[src/rtl/vector_lsu.sv]
// Vector load/store sequencer in front of a word-wide data memory.
// Takes one vector request, issues one element access per cycle starting at lane 0,
// gathers the load results into one packed response, and holds it until the consumer accepts it.
// Optional feature: define VLSU_STRIDE_EN to honour req_stride. Without it, the stride is fixed
// at +1 word and no stride register or multiplier is built.
module vector_lsu #(
  parameter int NUM_LANES = 4,
  parameter int DATA_W    = 32
) (
  input  logic                        clk,
  input  logic                        reset,
  input  logic                        req_valid,
  output logic                        req_ready,
  input  logic                        req_we,
  input  logic [31:0]                 req_base,
  input  logic [15:0]                 req_stride,
  input  logic [NUM_LANES*DATA_W-1:0] req_wdata,
  output logic                        resp_valid,
  input  logic                        resp_ready,
  output logic [NUM_LANES*DATA_W-1:0] resp_rdata,
  output logic                        mem_we,
  output logic [31:0]                 mem_addr,
  output logic [DATA_W-1:0]           mem_wdata,
  input  logic [DATA_W-1:0]           mem_rdata
);

  localparam int LANE_W = (NUM_LANES > 1) ? $clog2(NUM_LANES) : 1;
  localparam logic [LANE_W-1:0] LAST_LANE = LANE_W'(NUM_LANES - 1);

  typedef enum logic [1:0] {IDLE, ACCESS, RESP} state_t;

  state_t                      state_q, state_d;
  logic [LANE_W-1:0]           lane_q, lane_d;
  logic                        we_q, we_d;
  logic [29:0]                 base_q, base_d;  // word address; byte offset bits are dropped
  logic [NUM_LANES*DATA_W-1:0] wdata_q, wdata_d;
  logic [NUM_LANES*DATA_W-1:0] rdata_q, rdata_d;
  logic [29:0]                 lane_off;
  logic [29:0]                 word_addr;
  logic [DATA_W-1:0]           wr_elem;
  logic                        accept;
  logic                        unused_base;

  assign accept      = req_valid && (state_q == IDLE);
  assign unused_base = ^req_base[1:0];

`ifdef VLSU_STRIDE_EN
  logic signed [15:0] stride_q, stride_d;

  // Stride is captured with the rest of the request
  always_comb begin
    stride_d = stride_q;
    if (accept) stride_d = req_stride;
  end

  // Stride register carries no reset; it is only read in ACCESS
  always_ff @(posedge clk) begin
    stride_q <= stride_d;
  end

  // Word offset of this lane: lane * sext(stride), modulo 2^30 words
  always_comb begin
    lane_off = {{14{stride_q[15]}}, stride_q} * {{(30 - LANE_W){1'b0}}, lane_q};
  end
`else
  logic unused_stride;
  assign unused_stride = ^req_stride;

  // Unit stride: the word offset is the lane index itself
  always_comb begin
    lane_off = {{(30 - LANE_W){1'b0}}, lane_q};
  end
`endif

  assign word_addr = base_q + lane_off;

  // Pick the store element belonging to the current lane
  always_comb begin
    wr_elem = '0;
    for (int i = 0; i < NUM_LANES; i++) begin
      if (lane_q == LANE_W'(i)) wr_elem = wdata_q[DATA_W*i +: DATA_W];
    end
  end

  // Request capture, lane counting and load gathering
  always_comb begin
    we_d    = we_q;
    base_d  = base_q;
    wdata_d = wdata_q;
    rdata_d = rdata_q;
    lane_d  = lane_q;
    if (accept) begin
      we_d    = req_we;
      base_d  = req_base[31:2];
      wdata_d = req_wdata;
      rdata_d = '0;
      lane_d  = '0;
    end else if (state_q == ACCESS) begin
      lane_d = lane_q + LANE_W'(1);
      if (!we_q) begin
        for (int i = 0; i < NUM_LANES; i++) begin
          if (lane_q == LANE_W'(i)) rdata_d[DATA_W*i +: DATA_W] = mem_rdata;
        end
      end
    end
  end

  // Next-state logic: IDLE -> ACCESS (NUM_LANES cycles) -> RESP -> IDLE
  always_comb begin
    state_d = state_q;
    case (state_q)
      IDLE:    if (req_valid)            state_d = ACCESS;
      ACCESS:  if (lane_q == LAST_LANE)  state_d = RESP;
      RESP:    if (resp_ready)           state_d = IDLE;
      default:                           state_d = IDLE;
    endcase
  end

  // State, lane counter and response register; reset aborts any operation in flight
  always_ff @(posedge clk) begin
    if (reset) begin
      state_q <= IDLE;
      lane_q  <= '0;
      rdata_q <= '0;
    end else begin
      state_q <= state_d;
      lane_q  <= lane_d;
      rdata_q <= rdata_d;
    end
  end

  // Latched request fields; only consumed while an operation is in flight
  always_ff @(posedge clk) begin
    we_q    <= we_d;
    base_q  <= base_d;
    wdata_q <= wdata_d;
  end

  // Outputs: memory port is active only in ACCESS, handshakes follow the state
  always_comb begin
    req_ready  = (state_q == IDLE);
    resp_valid = (state_q == RESP);
    resp_rdata = rdata_q;
    mem_we     = 1'b0;
    mem_addr   = '0;
    mem_wdata  = '0;
    if (state_q == ACCESS) begin
      mem_we   = we_q;
      mem_addr = {word_addr, 2'b00};
      if (we_q) mem_wdata = wr_elem;
    end
  end

endmodule

[config.mk]
export PLATFORM = sky130hd
export DESIGN_NAME = vector_lsu
export DESIGN_NICKNAME = d
export VERILOG_FILES = /design/src/rtl/vector_lsu.sv
export SDC_FILE = /design/constraint.sdc
export NUM_CORES = 1
export LEC_CHECK = 0
export CORE_UTILIZATION = 46
export CTS_BUF_LIST = sky130_fd_sc_hd__clkbuf_4
export CTS_CLUSTER_SIZE = 30
export DETAILED_ROUTE_END_ITERATION = 8
export PLACE_DENSITY = 0.78
export SLEW_MARGIN = 20
export SYNTH_ARGS = -nofsm -noshare
export SYNTH_HDL_FRONTEND = slang
export SYNTH_SLANG_ARGS = --single-unit
[constraint.sdc]
create_clock -name clk -period 6.4 [get_ports clk]
set_input_delay 1.6 -clock clk [delete_from_list [all_inputs] [get_ports clk]]
set_output_delay 1.6 -clock clk [all_outputs]
set_load 0.02 [all_outputs]
==> results of run 1 <==
-- per-layer routing --
layer | vias up | part of all wire
met2 | 458 | 0.49
met3 | 86 | 0.11
li1 | 4604 | -
met1 | 4525 | 0.36
met4 | 0 | 0.040
met5 | - | 0
-- sequential cells by signal, summed over array words and instances, names as in the netlist --
signal	flops
state_q	2
resp_rdata	128
wdata_q	128
base_q	30
we_q	1
lane_q	2
-- where the power goes --
part	total, uW	leakage (uW)	switching, uW	internal (uW)
Sequential	2090	0.00259	31.5	2060
Clock	1550	0.000537	728	826
Combinational	422	0.00246	211	211
Total	4060	0.00559	971	3090
-- worst min path at each step --
stage                           startpoint                     endpoint  slack [ns]  cells past startpoint
2_1_floorplan       lane_q[0]$_SDFFE_PP0P_       lane_q[0]$_SDFFE_PP0P_        0.48                      2
3_3_place_gp   resp_rdata[36]$_SDFFE_PP0P_  resp_rdata[36]$_SDFFE_PP0P_        0.44                      2
3_5_place_dp   resp_rdata[53]$_SDFFE_PP0P_  resp_rdata[53]$_SDFFE_PP0P_        0.45                      2
4_1_cts        resp_rdata[53]$_SDFFE_PP0P_  resp_rdata[53]$_SDFFE_PP0P_        0.45                      2
5_1_grt        resp_rdata[71]$_SDFFE_PP0P_  resp_rdata[71]$_SDFFE_PP0P_        0.47                      2
6_report       resp_rdata[74]$_SDFFE_PP0P_  resp_rdata[74]$_SDFFE_PP0P_        0.45                      2
-- per-stage QoR --
stage	instance area, um2	utilization	worst slack, ns	total power [uW]
4_1_cts	16300	0.686	1.01	4120
3_3_place_gp	15400	0.648	1.77	2540
5_1_grt	16300	0.687	0.800	4240
3_5_place_dp	15400	0.648	1.74	2550
2_1_floorplan	11300	-	1.13	2320
6_report	16300	0.687	1.04	4060
-- cells in the final DEF (no fill, tap or decap), drive strengths merged, types with 8 or more instances in the layout --
| cell | n |
|---|---|
| edfxtp | 159 |
| o31ai | 9 |
| a21oi | 179 |
| or4 | 10 |
| nand2 | 307 |
| a221oi | 31 |
| clkinv | 15 |
| nor2 | 15 |
| inv | 40 |
| xnor2 | 8 |
| a211o | 32 |
| dfxtp | 132 |
| nand3 | 9 |
| clkdlybuf4s50 | 387 |
| clkbuf | 104 |
| buf | 16 |
-- cell families (layout without fill, tap and decap cells) --
kind of cell | count (synthesis) | after routing
DFF | 291 | 291
adders and majority gates | 7 | 7
buffers and inverters | 117 | 565
xor gates and xnor gates | 11 | 11
AOI/OAI and AO/OA | 263 | 263
and+or+nand+nor | 383 | 383
other | 1 | 5
-- final cells by class --
| type | count | area, um2 |
|---|---|---|
| Multi-Input combinational cell | 666 | 3430 |
| Timing Repair Buffer | 403 | 3990 |
| Inverter | 39 | 151 |
| Antenna cell | 3 | 7.51 |
| Clock buffer | 104 | 781 |
| Sequential cell | 291 | 7420 |
| Clock inverter | 19 | 129 |
| Tap cell | 319 | 399 |
| Fill cell | 1758 | 7450 |
-- tightest hold or removal path: stages, from the launching register on --
cell     delay [ns]
dfxtp_1        0.30
nand2_1        0.05
a21oi_1        0.05
-- cell usage after synthesis --
library cell  number
and2_1             3
a221oi_1          31
nor3_1             3
nand4_1            6
buf_1              4
o21a_1             1
a31oi_1            1
fa_1               1
clkbuf_1          66
nor4_1             4
nand2_1          307
a41o_1             1
o21ai_0            6
inv_1             39
o31ai_1            9
a21oi_1          179
and4_1             4
nor2b_1            4
or2_2              1
a211o_1           32
conb_1             1
dfxtp_1          132
or4_1             10
a22oi_1            1
nand3_2            1
buf_6              1
and2_0             4
nand2b_1           3
ha_1               6
xnor2_1            8
buf_2              5
nand4_4            1
buf_4              2
xor2_1             3
a211oi_1           1
edfxtp_1         159
nor2_1            15
or3_1              7
and3b_1            1
o31a_1             1
nor3b_1            1
nand3_1            8
==> qor.yml, run 1 <==
sta:
  tightest_slew_ns: 1.07
  rsz0062_at_grt: "no"
  fmax_mhz: 187
  fin_tns_setup_ns: 0
  relSlewSlack: 0.285
  setup_viol: 0
  whs_ns: 0.452
  fin_crit_sh: 0.837
  period_minus_slack_ns: 5.36
  clock_skew_ns: 0.0453
  hold_viol: 0
  final_max_slew_viol_count: 0
clock_tree:
  cts-root-buf: "clkbuf_4"
  cts_setup_buffers: 0
  cts_buffers: 75
  cts_sinks: 291
  cts.reportedPaths.clkPinSlew_ns: 0.06
  cts_tree: "built"
  cts_hold_buf: 0
  htreeDepth: 3
  clk_latency_ns: 0.67
  cts_resized: 0
  clockBufferDepth: 3
placement:
  portBuffers: 387
  dp_hpwl_um: 22400
  place_inst: 1718
  place_congestion: 0.841
floorplanning:
  rows: 56
  start_util: 0.475
  dieArea_mm2: 0.0252
  ios: 408
  fp.dieW_um: 159
  fp.dieH_um: 159
  core_area_mm2: 0.0238
critical_path:
  slowest_delay_ns: 0.67
  crit_buf_inv: 1
  cp-endpoint: "mem_addr[22]"
  crit_fanout: 14
  startpoint: "lane_q[0]$_SDFFE_PP0P_"
  r2r_setup_slack_ns: 4.01
  path_depth: 7
  worstPathRequired_ns: 4.80
  reg2reg_to: "resp_rdata[95]$_SDFFE_PP0P_"
  cp.arrival_ns: 3.76
  startpoint_type: "flop"
  end_kind: "output pin"
  critPathTopFamily: "simple AND/OR/NAND/NOR gates"
  r2r_start: "we_q$_DFFE_PP_"
  r2r_cells: 5
  crit_type: "reg -> out"
  crit_chain: "ha_1 > fa_1 > nand4_1 > or3_1 > or4_1 > a21oi_1 > clkdlybuf4s50_1"
  cpMaxStageDelayCell: "clkdlybuf4s50_1"
yosys:
  synth_fa_ha_area_frac: 0.00842
  ys_types: 42
  synth_top_family_by_area: "simple AND/OR/NAND/NOR gates"
  ys_seq_area_frac: 0.657
  synthXorXnorAreaFrac: 0.00854
  yosys_warnings: 0
  synth.avg_cell_area_um2: 10.5
  syn_area_mm2: 0.0113
  yosys.area_share.simple: 0.144
  synth.area.mux_share: 0
  synth_cells: 1073
  yosysTopAreaCellShare: 0.423
  synthTopCellsByArea: "edfxtp_1 42%, dfxtp_1 23%, nand2_1 10%, a21oi_1 7.9%, a211o_1 2.5%"
  yosysTopAreaCell: "edfxtp_1"
  ys_ff_latch: 291
  synth_compound_area_frac: 0.141
power:
  powerDensity_mw_per_mm2: 249
  irDropWorstVdd_mv: 0.164
  leakage_uw: 0.00559
worst_hold_path:
  min_path_type: "reg -> reg"
cells_and_area:
  nNetsFinal: 1696
  layout-drive-gt1-share: 0.0874
  fin_cells: 1844
  synthToLayoutAreaGrowth_pct: 44.5
detailed_routing:
  drcViolationCount: 0
  wl_um: 33000
  detail-route-antenna-nets: 0
  drt-initial-drc-count: 745
  via_per_inst: 5.25
  vias: 9673
  route.detailed.wl_per_inst_um: 17.9
  first_pass_iters: 5
global_routing:
  grt_pass1_vias: 9483
  grt_pass1_wl_um: 49100
  grt-busiest-layer: "met2"
  gr-usage-met1: 0.277
  grt_max_degree: 87
  antenna_found_initial: 3
  grtUsageMet2: 0.434
  grt_remaining_overflow: 0
  grt_use_met3: 0.0991
  grtUsageTotal: 0.257
flow_run:
  maxCapViolCount: 0
status:
  status: "finished clean"
(Power assumes the default switching activity.)
==> run 2, diff against run 1 <==
clock period = 5.2 ns   (was 6.4 ns; I/O delays follow)
==> qor.yml, run 2 (same netlist as run 1, synthesis figures left out) <==
status:
  status: "finished clean"
clock_tree:
  clockBufferDepth: 3  # unchanged
  htreeDepth: 3  # unchanged
  cts.reportedPaths.clkPinSlew_ns: 0.06  # about the same
  cts_setup_buffers: 0  # unchanged
  cts_buffers: 73  # -2.7%
  cts_tree: "built"
  cts_sinks: 291  # unchanged
  clk_latency_ns: 0.66  # about the same
  cts-root-buf: "clkbuf_4"
power:
  p_sw_frac: 0.235  # -0.00373
  irDropWorstVdd_mv: 0.206  # +26%
  leakage_uw: 0.00560  # +0.16%
  seq_power_share: 0.520  # +0.006
  power_uw: 4950  # +22%
  power_switching_uw: 1160  # +20%
  internal_power_uw: 3780  # +22%
  combPwrFrac: 0.105  # about the same
  clkPwrFrac: 0.375  # -0.007
  powerDensity_mw_per_mm2: 303  # +22%
detailed_routing:
  wl_um: 33000  # about the same
  first_pass_iters: 5  # unchanged
  highest_layer: "met4"
  drt-initial-drc-count: 603  # -19%
  vias: 9631  # -0.43%
  met3_length_um: 3630  # -1.4%
  via_per_inst: 5.23  # -0.38%
  route.detailed.wl_per_inst_um: 17.9  # about the same
  drcViolationCount: 0  # unchanged
  detail-route-antenna-nets: 0  # unchanged
  dr_wl_met2_um: 16400  # +0.60%
  wl_met1_um: 11800  # +0.21%
global_routing:
  antenna_found_initial: 3  # unchanged
  grtUsageTotal: 0.256  # -0.00112
  grt_remaining_overflow: 0  # unchanged
  grt_max_degree: 110  # +26%
  grt_pass1_vias: 9294  # -2.0%
  grt_pass1_wl_um: 48300  # -1.4%
critical_path:
  end_kind: "output pin"
  r2r_start: "state_q[0]$_SDFFE_PP0P_"
  crit_type: "reg -> out"
  worstPathRequired_ns: 3.90  # -0.90 ns
  cp.arrival_ns: 3.57  # -0.19 ns
  startpoint_type: "flop"
  crit_fanout: 14  # unchanged
  startpoint: "lane_q[0]$_SDFFE_PP0P_"
sta:
  fin_tns_setup_ns: 0  # unchanged
  rsz0062_at_grt: "no"
  final_max_slew_viol_count: 0  # unchanged
  period_minus_slack_ns: 4.87
  fin_crit_sh: 0.937
  setup_viol: 0  # unchanged
  fmax_mhz: 205
  clock_skew_ns: 0.0431  # -0.00216 ns
  relSlewSlack: 0.320  # +0.0350
  hold_viol: 0  # unchanged
  tightest_slew_ns: 1.02  # -0.0526 ns
placement:
  portBuffers: 387  # unchanged
  place_congestion: 0.852  # +1.2%
  place_area_mm2: 0.0154  # +0.23%
  dp_hpwl_um: 22600  # +1.2%
  place_inst: 1721  # +0.17%
worst_hold_path:
  hold_path_startpoint: "resp_rdata[35]$_SDFFE_PP0P_"
  min_path_type: "reg -> reg"
cells_and_area:
  nNetsFinal: 1697  # +0.059%
  final_common_cell: "clkdlybuf4s50_1"
  fin_cells: 1843  # -0.054%
  design_area_mm2: 0.0163  # +0.11%
  layout-drive-gt1-share: 0.0901  # +0.00269
  most-common-layout-cells: "387 x clkdlybuf4s50_1, 307 x nand2_1, 179 x a21oi_1, 159 x edfxtp_1, 132 x dfxtp_1"
  synthToLayoutAreaGrowth_pct: 44.6
  fill_cells: 1766  # +0.46%
floorplanning:
  start_util: 0.475  # unchanged
  dieArea_mm2: 0.0252  # unchanged
  fp.dieH_um: 159  # unchanged
  core_area_mm2: 0.0238  # unchanged
  ios: 408  # unchanged
  rows: 56  # unchanged
  fp.dieW_um: 159  # unchanged
flow_run:
  maxCapViolCount: 0  # unchanged
-- run 2: cell type report --
type	count	area (um2)	area share
diodes	3	7.51	0.000460
clock buffers	101	758	0.0464
clock inverters	18	126	0.00774
inverters	39	151	0.00927
multi-input cells	666	3440	0.210
flip-flops and latches	291	7420	0.454
well taps	319	399	0.0245
repair buffers	406	4030	0.247
-- run 2: timing repair --
item                       in CTS  in global routing
resized for setup               0                  1
hold buffers                    0                  0
setup endpoints to repair       0                  4
-- run 2: critical path: stages, from the launching register on --
cell             delay, ns
dfxtp_1               0.42
ha_1                  0.21
fa_1                  0.26
nand4_1               0.19
or3_4                 0.51
or4_1                 0.48
a21oi_1               0.22
clkdlybuf4s50_1       0.65
-- run 2: metal layers --
metal  track usage  vias to the layer above
li1              -                     4601
met1         0.269                     4481
met2         0.434                      468
met3         0.103                       81
met4         0.145                        0
met5             0                        -
-- run 2: power by group through the flow --
stage | Combinational (uW) | Clock [uW] | Sequential [uW]
floorplan | 222 | 0 | 2630
global placement | 516 | 0 | 2620
detailed placement | 522 | 0 | 2620
CTS | 524 | 1900 | 2570
global route | 558 | 2030 | 2580
finish | 520 | 1860 | 2570
-- run 2: worst paths after layout --
check	endpoint	slack [ns]	cells past startpoint
setup / recovery	mem_addr[22]	0.33	7
hold / removal	resp_rdata[35]$_SDFFE_PP0P_	0.45	2
setup reg to reg	resp_rdata[0]$_SDFFE_PP0P_	2.81	5
hold reg to reg	resp_rdata[35]$_SDFFE_PP0P_	0.45	2
-- run 2: per-stage QoR --
step	worst slack (ns)	hold WS, ns	util
floorplan	0.232	0.482	-
global placement	0.893	0.441	0.649
detailed placement	0.849	0.446	0.649
CTS	0.130	0.454	0.687
global route	0.0588	0.469	0.687
finish	0.329	0.451	0.687
